<file path="src/rtl/led_shift_driver.sv">
// Serialises an LED vector MSB first into a 74HC595-style shift/latch register, then pulses the latch.
// Latency: a frame starts on the first edge that sees a new vector; busy lasts 2*CLK_DIV*WIDTH+CLK_DIV cycles.
// Backpressure: none; input changes during a frame are ignored and the newest value is sent once idle.
//
// Ports:
//   _i_clk    system clock, rising edge
//   _i_rst    synchronous active-high reset
//   _i_leds   LED vector to display
//   _o_sclk   shift clock to the external register
//   _o_sdata  serial data, stable while _o_sclk is high
//   _o_latch  storage-register latch pulse, active high
//   _o_busy   high while a frame (shift + latch) is in progress
module led_shift_driver #(
    parameter int WIDTH   = 8,
    parameter int CLK_DIV = 4
) (
    input  logic             _i_clk,
    input  logic             _i_rst,
    input  logic [WIDTH-1:0] _i_leds,
    output logic             _o_sclk,
    output logic             _o_sdata,
    output logic             _o_latch,
    output logic             _o_busy
);

    localparam int BW = (WIDTH > 1) ? $clog2(WIDTH) : 1;
    localparam int DW = (CLK_DIV > 1) ? $clog2(CLK_DIV) : 1;

    typedef enum logic [1:0] {
        IDLE,
        SHIFT_LO,
        SHIFT_HI,
        LATCH
    } state_t;

    state_t           state;
    logic [WIDTH-1:0] shadow;   // frame being sent, frozen for the whole frame
    logic [WIDTH-1:0] sent;     // last value that reached the storage register
    logic             dirty;    // forces one frame after reset even if the vector matches sent
    logic [BW-1:0]    bit_idx;
    logic [DW-1:0]    div_cnt;
    logic             div_done;

    assign div_done = (div_cnt == DW'(CLK_DIV - 1));

    always_ff @(posedge _i_clk) begin
        if (_i_rst) begin
            state    <= IDLE;
            shadow   <= '0;
            sent     <= '0;
            dirty    <= 1'b1;
            bit_idx  <= '0;
            div_cnt  <= '0;
            _o_sclk  <= 1'b0;
            _o_sdata <= 1'b0;
            _o_latch <= 1'b0;
            _o_busy  <= 1'b0;
        end else begin
            case (state)
                IDLE: begin
                    div_cnt <= '0;
                    if (dirty || (_i_leds != sent)) begin
                        shadow   <= _i_leds;
                        bit_idx  <= BW'(WIDTH - 1);
                        _o_busy  <= 1'b1;
                        // First data bit is presented together with busy, ahead of the first sclk rise.
                        _o_sdata <= _i_leds[WIDTH-1];
                        _o_sclk  <= 1'b0;
                        _o_latch <= 1'b0;
                        state    <= SHIFT_LO;
                    end else begin
                        _o_busy  <= 1'b0;
                        _o_sdata <= 1'b0;
                        _o_sclk  <= 1'b0;
                        _o_latch <= 1'b0;
                    end
                end

                SHIFT_LO: begin
                    if (div_done) begin
                        div_cnt <= '0;
                        _o_sclk <= 1'b1;
                        state   <= SHIFT_HI;
                    end else begin
                        div_cnt <= div_cnt + 1'b1;
                    end
                end

                SHIFT_HI: begin
                    if (div_done) begin
                        div_cnt <= '0;
                        _o_sclk <= 1'b0;
                        // Data only moves on the sclk falling-edge cycle, so it is stable while sclk is high.
                        if (bit_idx != '0) begin
                            bit_idx  <= bit_idx - 1'b1;
                            _o_sdata <= shadow[bit_idx - 1'b1];
                            state    <= SHIFT_LO;
                        end else begin
                            _o_sdata <= 1'b0;
                            _o_latch <= 1'b1;
                            state    <= LATCH;
                        end
                    end else begin
                        div_cnt <= div_cnt + 1'b1;
                    end
                end

                LATCH: begin
                    if (div_done) begin
                        div_cnt  <= '0;
                        _o_latch <= 1'b0;
                        _o_busy  <= 1'b0;
                        sent     <= shadow;
                        dirty    <= 1'b0;
                        state    <= IDLE;
                    end else begin
                        div_cnt <= div_cnt + 1'b1;
                    end
                end

                default: begin
                    state <= IDLE;
                end
            endcase
        end
    end

endmodule

</file>
<file path="config.mk">
export PLATFORM = sky130hd
export DESIGN_NAME = led_shift_driver
export DESIGN_NICKNAME = d
export VERILOG_FILES = /design/src/rtl/led_shift_driver.sv
export SDC_FILE = /design/constraint.sdc
export NUM_CORES = 1
export LEC_CHECK = 0
export CAP_MARGIN = 20
export CORE_AREA = 2 2 63 65
export DETAILED_ROUTE_END_ITERATION = 10
export DIE_AREA = 0 0 65 67
export PLACE_DENSITY = 0.67
export SETUP_SLACK_MARGIN = 0.4
export SLEW_MARGIN = 20
export SYNTH_ARGS = -nofsm -noshare
export SYNTH_HDL_FRONTEND = slang
export SYNTH_SLANG_ARGS = --single-unit
</file>
<file path="constraint.sdc">
create_clock -name _i_clk -period 2.4 [get_ports _i_clk]
set_input_delay 0.36 -clock _i_clk [delete_from_list [all_inputs] [get_ports _i_clk]]
set_output_delay 0.36 -clock _i_clk [all_outputs]
set_load 0.02 [all_outputs]
</file>
Word level (Yosys, flattened, before mapping):

Cells that the tools add are included.

* reduce and logical (&&, ||, !) cells: 16
* equal/unequal tests: 11
* order comparisons: 1
* muxes and demuxes: 26
* add/subtract/negate cells: 2

Operator list (number)
* $mux W2: 6
* $ne A2 B2 Y1 const B: 6
* $reduce_and A4 Y1: 3
* $mux W1: 9
* $mux W3: 3
* $reduce_bool A3 Y1: 3
* $ne A8 B8 Y1: 1
* $pmux W2 S4: 1
* $reduce_and A2 Y1: 4
* $eq A2 B2 Y1 const B: 3
* $pmux W1 S3: 2
* $pmux W3 S2: 1
* $lt A3 B4 Y1 const B: 1
* $pmux W1 S2: 2
* $pmux W2 S2: 1
* $reduce_bool A2 Y1: 2
* $bmux W1 S3: 1
* $reduce_and A3 Y1: 1
* $reduce_or A3 Y1: 1
* $sub A3 B1 Y3 const B: 1
* $add A2 B1 Y2 const B: 1
* $eq A2 B1 Y1 const B: 1
* $logic_not A2 Y1: 1
* $logic_or A1 B1 Y1: 1

* output and inout port bits: 4
* word-level logic and storage cells: 66
* register bits: 28
* bits of input ports: 10

Longest topological paths before layout:

Gate-level depths: netlist (run 1).

* depth after elaboration: 6
* mapped depth: 8
* gate-level depth less buffers: 7

Worst setup path after synthesis (run 1):

Ideal clock, no wire load.

* kind: input -> register
* start: input _i_leds[5]
* end: register bit_idx[0]
* stages: 5
* path slack: 0.475 ns
* data arrival time: 1.840 ns
* path through: nor2b_1 a2111o_1 or4_4 o2111a_1 a211oi_1

* longest elaborated chain between the ends: 4

RTL lines
* start: declaration: line 19 `input logic [WIDTH-1:0] _i_leds,`
* $ne A8 B8 Y1: line 62 `if (dirty || (_i_leds != sent)) begin`
* $logic_or A1 B1 Y1: line 62
* $ne A2 B2 Y1 (no source line)
* $reduce_and A4 Y1 (no source line)
* end signal: assignment: line 64 `bit_idx <= BW'(WIDTH - 1);`
* end signal: assignment: line 95 `bit_idx <= bit_idx - 1'b1;`
* end: declaration: line 40 `logic [BW-1:0] bit_idx;`

No other way between the ends.
A chain may end at the register's enable or synchronous reset.

Worst setup path after layout (run 1):

* start: input _i_leds[2]
* end: register bit_idx[0]

Same word-level chain as after synthesis.

==> flow_summary.toml, run 1 <==
[run_status]
status = "completed"

[clock_tree]
clock_sinks = 28
clk_path_buf_depth = 2
cts_buffers = 3
postCtsHoldBufs = 0
tritoncts = "built"
path_clk_slew_ns = 0.09
cts-root-buf = "clkbuf_8"
clk_latency_ns = 0.28
h-tree-depth = 1

[timing]
max_freq_mhz = 516
hold_viol = 0
fin_worst_skew_ns = 0.00435
worst_hold_slack_ns = 0.429
worstMarginPinSlew_ns = 0.479
maxSlewViolCount = 0
timing.final.crit_share_pct = 80.7
slew_headroom_pct = 68.1
period_minus_slack_ns = 1.94
setup_viol = 0
rsz0062_at_grt = "yes"
fin_ws_ns = 0.462

[critical_path]
cp_num_buf_inv = 1
worst-setup-path-type = "primary input to flip-flop"
setup.worst_path.end_class = "flip-flop"
slowest_stage = "clkdlybuf4s50_1"
worstPathRequired_ns = 2.60
critPathTopFamily = "simple AND/OR/NAND/NOR gates"
timing.rr.end = "_o_sdata$_SDFFE_PP0P_"
r2r_start = "bit_idx[0]$_SDFFE_PP0P_"
cp.arrival_ns = 2.13
reg2reg_depth = 6
r2r_slack_ns = 0.48
crit_chain = "clkdlybuf4s50_1 -> xnor2_2 -> nand3_2 -> or4_4 -> o2111a_1 -> a211oi_1"
startpoint_type = "primary input"
cp_max_fo = 2
max_stage_delay_ns = 0.54

[synthesis]
yosysTopAreaCellShare_pct = 39.5
synth_nets = 174
synthFlopType = "dfxtp_1"
syn_area_um2 = 1420
synth_cell_type_count = 40
netlist_instances = 156
ys_async_sr_fraction_pct = 0
synth_commonest_cells = "28 x dfxtp_1, 20 x nand2_1, 14 x a21oi_1"
synth.top_cells.by_area = "dfxtp_1 39%, ha_1 7.0%, mux2i_1 5.6%"
yosys_warnings = 0
yosysSeqAreaShare_pct = 39.5
synth_top_cell_by_area = "dfxtp_1"
synth-edff-count = 0
avgSynthCellArea_um2 = 9.10
ys_ff_latch = 28
yosysMostFrequentCell = "dfxtp_1"

[power]
total_power_mw = 1.78
leakagePower_nw = 0.706
powerDensity_nw_per_um2 = 1010
peakVddDrop_v = 0.000350

[finish]
fin_nets = 193
num_antenna_cells = 0
final_cells = 222
final_layout_size_suffix_gt1_share_pct = 17.2
syn_to_final_growth_pct = 24.0

[hold_path]
hold_class = "primary input to flip-flop"
hold_depth = 3
holdPathEnd = "shadow[4]$_SDFFE_PP0P_"
holdCritStartpoint = "_i_leds[4]"

[detailed_routing]
routedWlPerCell_um = 14.4
drt_iter0_drc = 40
drtAntennaViolNets = 0
drt_first_pass_iters = 4
wirelength_um = 3210
via_per_inst = 5.23
drc = 0
num_vias = 1161

[global_route]
grt_max_degree = 30
grt_pass1_vias = 1212
overflow = 0
grt_usage_pct = 16.3
grt_pass1_wl_um = 5440
antenna_found_initial = 0

[placement]
port_buffers = 13
dp_hpwl_um = 2380
dp.cells = 218
preCtsSetupSlack_ns = -0.0322
routabilityCongestion = 0.816

[floorplanning]
die_area_um2 = 4360
io-pin-count = 14
die_w_um = 65
die_height_um = 67
start_util_pct = 39.4
core-area_um2 = 3610
num_rows = 22

[job]
maxCapViolCount = 0
[report_power, final]
part           switching [mW]  internal, mW  leakage, nW  total [mW]
registers              0.0854         0.560        0.231       0.645
logic                   0.375         0.380        0.439       0.755
clock network           0.153         0.224       0.0357       0.377
total                   0.614          1.16        0.706        1.78
[worst min-delay path: stages]
cell	delay (ns)
dlymetal6s2s_1	0.14
mux2i_1	0.09
nor2_1	0.08
[placed cells by master, fill, tap and decap left out, drive strengths merged, types with 2 or more instances in the layout]
master         netlist  final
xnor2                6      6
a21oi               14     14
inv                  7      7
mux4                 2      2
nor2                11     11
clkbuf               6      3
or4                  2      2
ha                   8      8
a21o                 2      2
nand2b               2      2
a211oi               3      3
dfxtp               28     28
nor2b                7      7
nand3                4      4
mux2i                8      8
dlygate4sd2          0      3
o21ai                2      2
buf                  2      9
nand2               20     20
and2                 2      2
nand3b               2      2
clkdlybuf4s50        0      9
[cells by family (layout without fill, tap and decap cells)]
kind of cell	count (synthesis)	count (layout)	share of synthesized area, %
and+or+nand+nor	57	57	20.2
AOI/OAI and AO/OA	31	31	16.0
DFF	28	28	39.5
buffers and inverters	15	33	3.96
muxes	11	11	9.60
adders and majority gates	8	8	7.05
xor gates and xnor gates	6	6	3.70
[worst max path at each step]
stage | cells past startpoint | from | slack (ns) | endpoint
6_report | 6 | _i_leds[2] | 0.46 | bit_idx[0]$_SDFFE_PP0P_
5_1_grt | 8 | _i_leds[2] | 0.37 | shadow[6]$_SDFFE_PP0P_
4_1_cts | 6 | bit_idx[0]$_SDFFE_PP0P_ | 0.41 | _o_sdata$_SDFFE_PP0P_
3_5_place_dp | 6 | _i_leds[0] | -0.03 | bit_idx[1]$_SDFFE_PP0P_
3_3_place_gp | 6 | _i_leds[0] | 0.04 | bit_idx[1]$_SDFFE_PP0P_
2_1_floorplan | 5 | _i_leds[5] | 0.47 | bit_idx[0]$_SDFFE_PP0P_
[what timing repair did]
item	in CTS	in global routing
pin swaps	5	2
resized for setup	4	10
setup endpoints to repair	13	14
buffers inserted	0	0
[through the flow]
step,area (µm²),TNS (ns),util [%]
2_1_floorplan,1420,0,-
3_3_place_gp,1650,0,45.7
3_5_place_dp,1650,-0.0324,45.7
4_1_cts,1720,0,47.7
5_1_grt,1760,0,48.8
6_report,1760,0,48.8
[flip-flops by register name, indices dropped and copies added, names as in the netlist]
signal,count
bit_idx,3
_o_latch,1
_o_sdata,1
state,2
shadow,8
div_cnt,2
sent,8
_o_sclk,1
dirty,1
_o_busy,1
[layer usage]
layer / part of all wire [%] / track usage (%)
met1: 44 / 18.9
met2: 52 / 31.2
met4: 1.2 / 4.79
met5: 0 / 0
met3: 2.5 / 2.03
[cell type report]
type	instances	area, µm²
well taps	48	60.1
clock inverters	1	30.0
fillers	346	1850
flip-flops and latches	28	564
multi-input cells	113	842
clock buffers	3	41.3
repair buffers	22	196
inverters	7	26.3
Note: power is estimated with default switching activity, not from simulation.
==> inputs of run 2 (changes only) <==
Clock period 2.4 ns to 1.89 ns, I/O delays scaled along.
==> run 2 against run 1 <==
  * Via count rose by 5.7%
  * Wire length up 2.3%
  * Power rose by 40%
  * Worst hold slack worse by 0.0059 ns
  * Core utilization up 4.9 points
  * Setup slack worse by 0.40 ns
  * Sequential power is 26% higher
  * Critical path depth rose by 1
  * Clock skew grew 0.0019 ns
  * Global-route usage increased by 0.090 points
  * Combinational power grew 59%
  * Largest power group unchanged
==> flow_summary.toml, run 2 (same netlist as run 1, synthesis figures left out) <==
[global_route]
grt_pass1_vias = 1248
grt_max_degree = 17
grt_pass1_wl_um = 5490
antenna_found_initial = 0
grt_usage_pct = 16.4
overflow = 0

[floorplanning]
die_area_um2 = 4360
die_height_um = 67
die_w_um = 65
num_rows = 22
start_util_pct = 39.4
core-area_um2 = 3610
io-pin-count = 14

[clock_tree]
clk_latency_ns = 0.28
cts-root-buf = "clkbuf_8"
h-tree-depth = 1
path_clk_slew_ns = 0.10
postCtsHoldBufs = 0
cts_buffers = 3
clk_path_buf_depth = 2
clock_sinks = 28
tritoncts = "built"

[critical_path]
startpoint_type = "flip-flop"
cp_max_fo = 4
setup.worst_path.end_class = "flip-flop"
r2r_start = "sent[4]$_SDFFE_PP0P_"
cp.arrival_ns = 2.00
worst-setup-path-type = "flip-flop to flip-flop"
startpoint = "sent[4]$_SDFFE_PP0P_"
worstPathRequired_ns = 2.07

[detailed_routing]
drt_first_pass_iters = 4
wirelength_um = 3280
routedWlPerCell_um = 14.0
via_per_inst = 5.24
drc = 0
drtAntennaViolNets = 0
drt_iter0_drc = 28
num_vias = 1227

[timing]
max_freq_mhz = 548
fin_worst_skew_ns = 0.00623
slew_headroom_pct = 74.0
setup_tns_ns = 0
timing.final.crit_share_pct = 96.6
worst_hold_slack_ns = 0.423
worstMarginPinSlew_ns = 0.389
maxSlewViolCount = 0
hold_viol = 0
period_minus_slack_ns = 1.83
rsz0062_at_grt = "yes"
setup_viol = 0

[placement]
port_buffers = 13
routabilityCongestion = 0.762
dp_hpwl_um = 2400

[hold_path]
holdCritStartpoint = "_i_leds[6]"
hold_class = "primary input to flip-flop"

[finish]
final_layout_size_suffix_gt1_share_pct = 34.4
num_antenna_cells = 0
fill_cells = 327
syn_to_final_growth_pct = 36.4
fin_nets = 205
final_cell_mix = "19 x dfxtp_1, 18 x nand2_1, 18 x buf_4, 12 x dlygate4sd2_1"
reg.largest.list = "sent x8, shadow x8, bit_idx x3"
mostFrequentLayoutCell = "dfxtp_1"

[power]
leakagePower_nw = 0.789
peakVddDrop_v = 0.000561
powerDensity_nw_per_um2 = 1290

[run_status]
status = "completed"

[job]
maxCapViolCount = 0
==> run 2: critical path, cell delays in order (launching register included) <==
cell     delay [ns]
dfxtp_1        0.34
xnor2_2        0.18
nand3_1        0.13
buf_4          0.16
o41ai_4        0.41
buf_4          0.21
mux2i_1        0.22
nor2_1         0.07
==> run 2: layer usage <==
metal / global-route usage (%) / share of wire (%) / wire, µm / up-vias
li1: - / - / - / 611
met5: 0 / 0 / 0 / -
met4: 5.32 / 1.4 / 46 / 0
met3: 2.87 / 2.6 / 85 / 6
met2: 30.4 / 53 / 1730 / 19
met1: 19.0 / 43 / 1420 / 591
==> run 2: timing repair <==
item	4_1_cts	5_1_grt
gates resized for setup	27	7
pin swaps	12	9
gates cloned	0	0
endpoints found under the setup margin	25	16
buffers inserted	3	3
==> run 2: worst paths after layout <==
| check | endpoint | slack, ns | depth (start not counted) |
|---|---|---|---|
| setup / recovery | shadow[1]$_SDFFE_PP0P_ | 0.06 | 7 |
| hold / removal | shadow[6]$_SDFFE_PP0P_ | 0.42 | 3 |
| setup reg to reg | shadow[1]$_SDFFE_PP0P_ | 0.06 | 7 |
| hold reg to reg | div_cnt[0]$_SDFF_PP0_ | 0.45 | 1 |
==> run 2: layout make-up <==
class	instances	area (µm²)	share of cell area, %
multi-input cells	113	921	47.5
clock buffers	3	41.3	2.13
inverters	7	26.3	1.36
flip-flops and latches	28	574	29.7
repair buffers	34	284	14.7
clock inverters	1	30.0	1.55
well taps	48	60.1	3.10
==> run 2: per-stage QoR <==
stage	setup slack (ns)	area, µm²	total power [mW]	std cells	util, %
final	0.0635	1940	2.49	234	53.7
after global routing	0.00355	1940	2.66	234	53.7
after CTS	-0.0224	1890	2.48	231	52.5
after detailed placement	-0.370	1750	1.94	224	48.6
after global placement	-0.298	1750	1.91	224	48.6
after floorplan	0.151	1500	1.63	156	-
==> run 2: report_power, final <==
part	internal, mW	switching, mW	total (mW)	leakage, nW
logic	0.622	0.578	1.20	0.520
registers	0.719	0.0962	0.815	0.234
clock network	0.284	0.193	0.477	0.0357
total	1.62	0.867	2.49	0.789
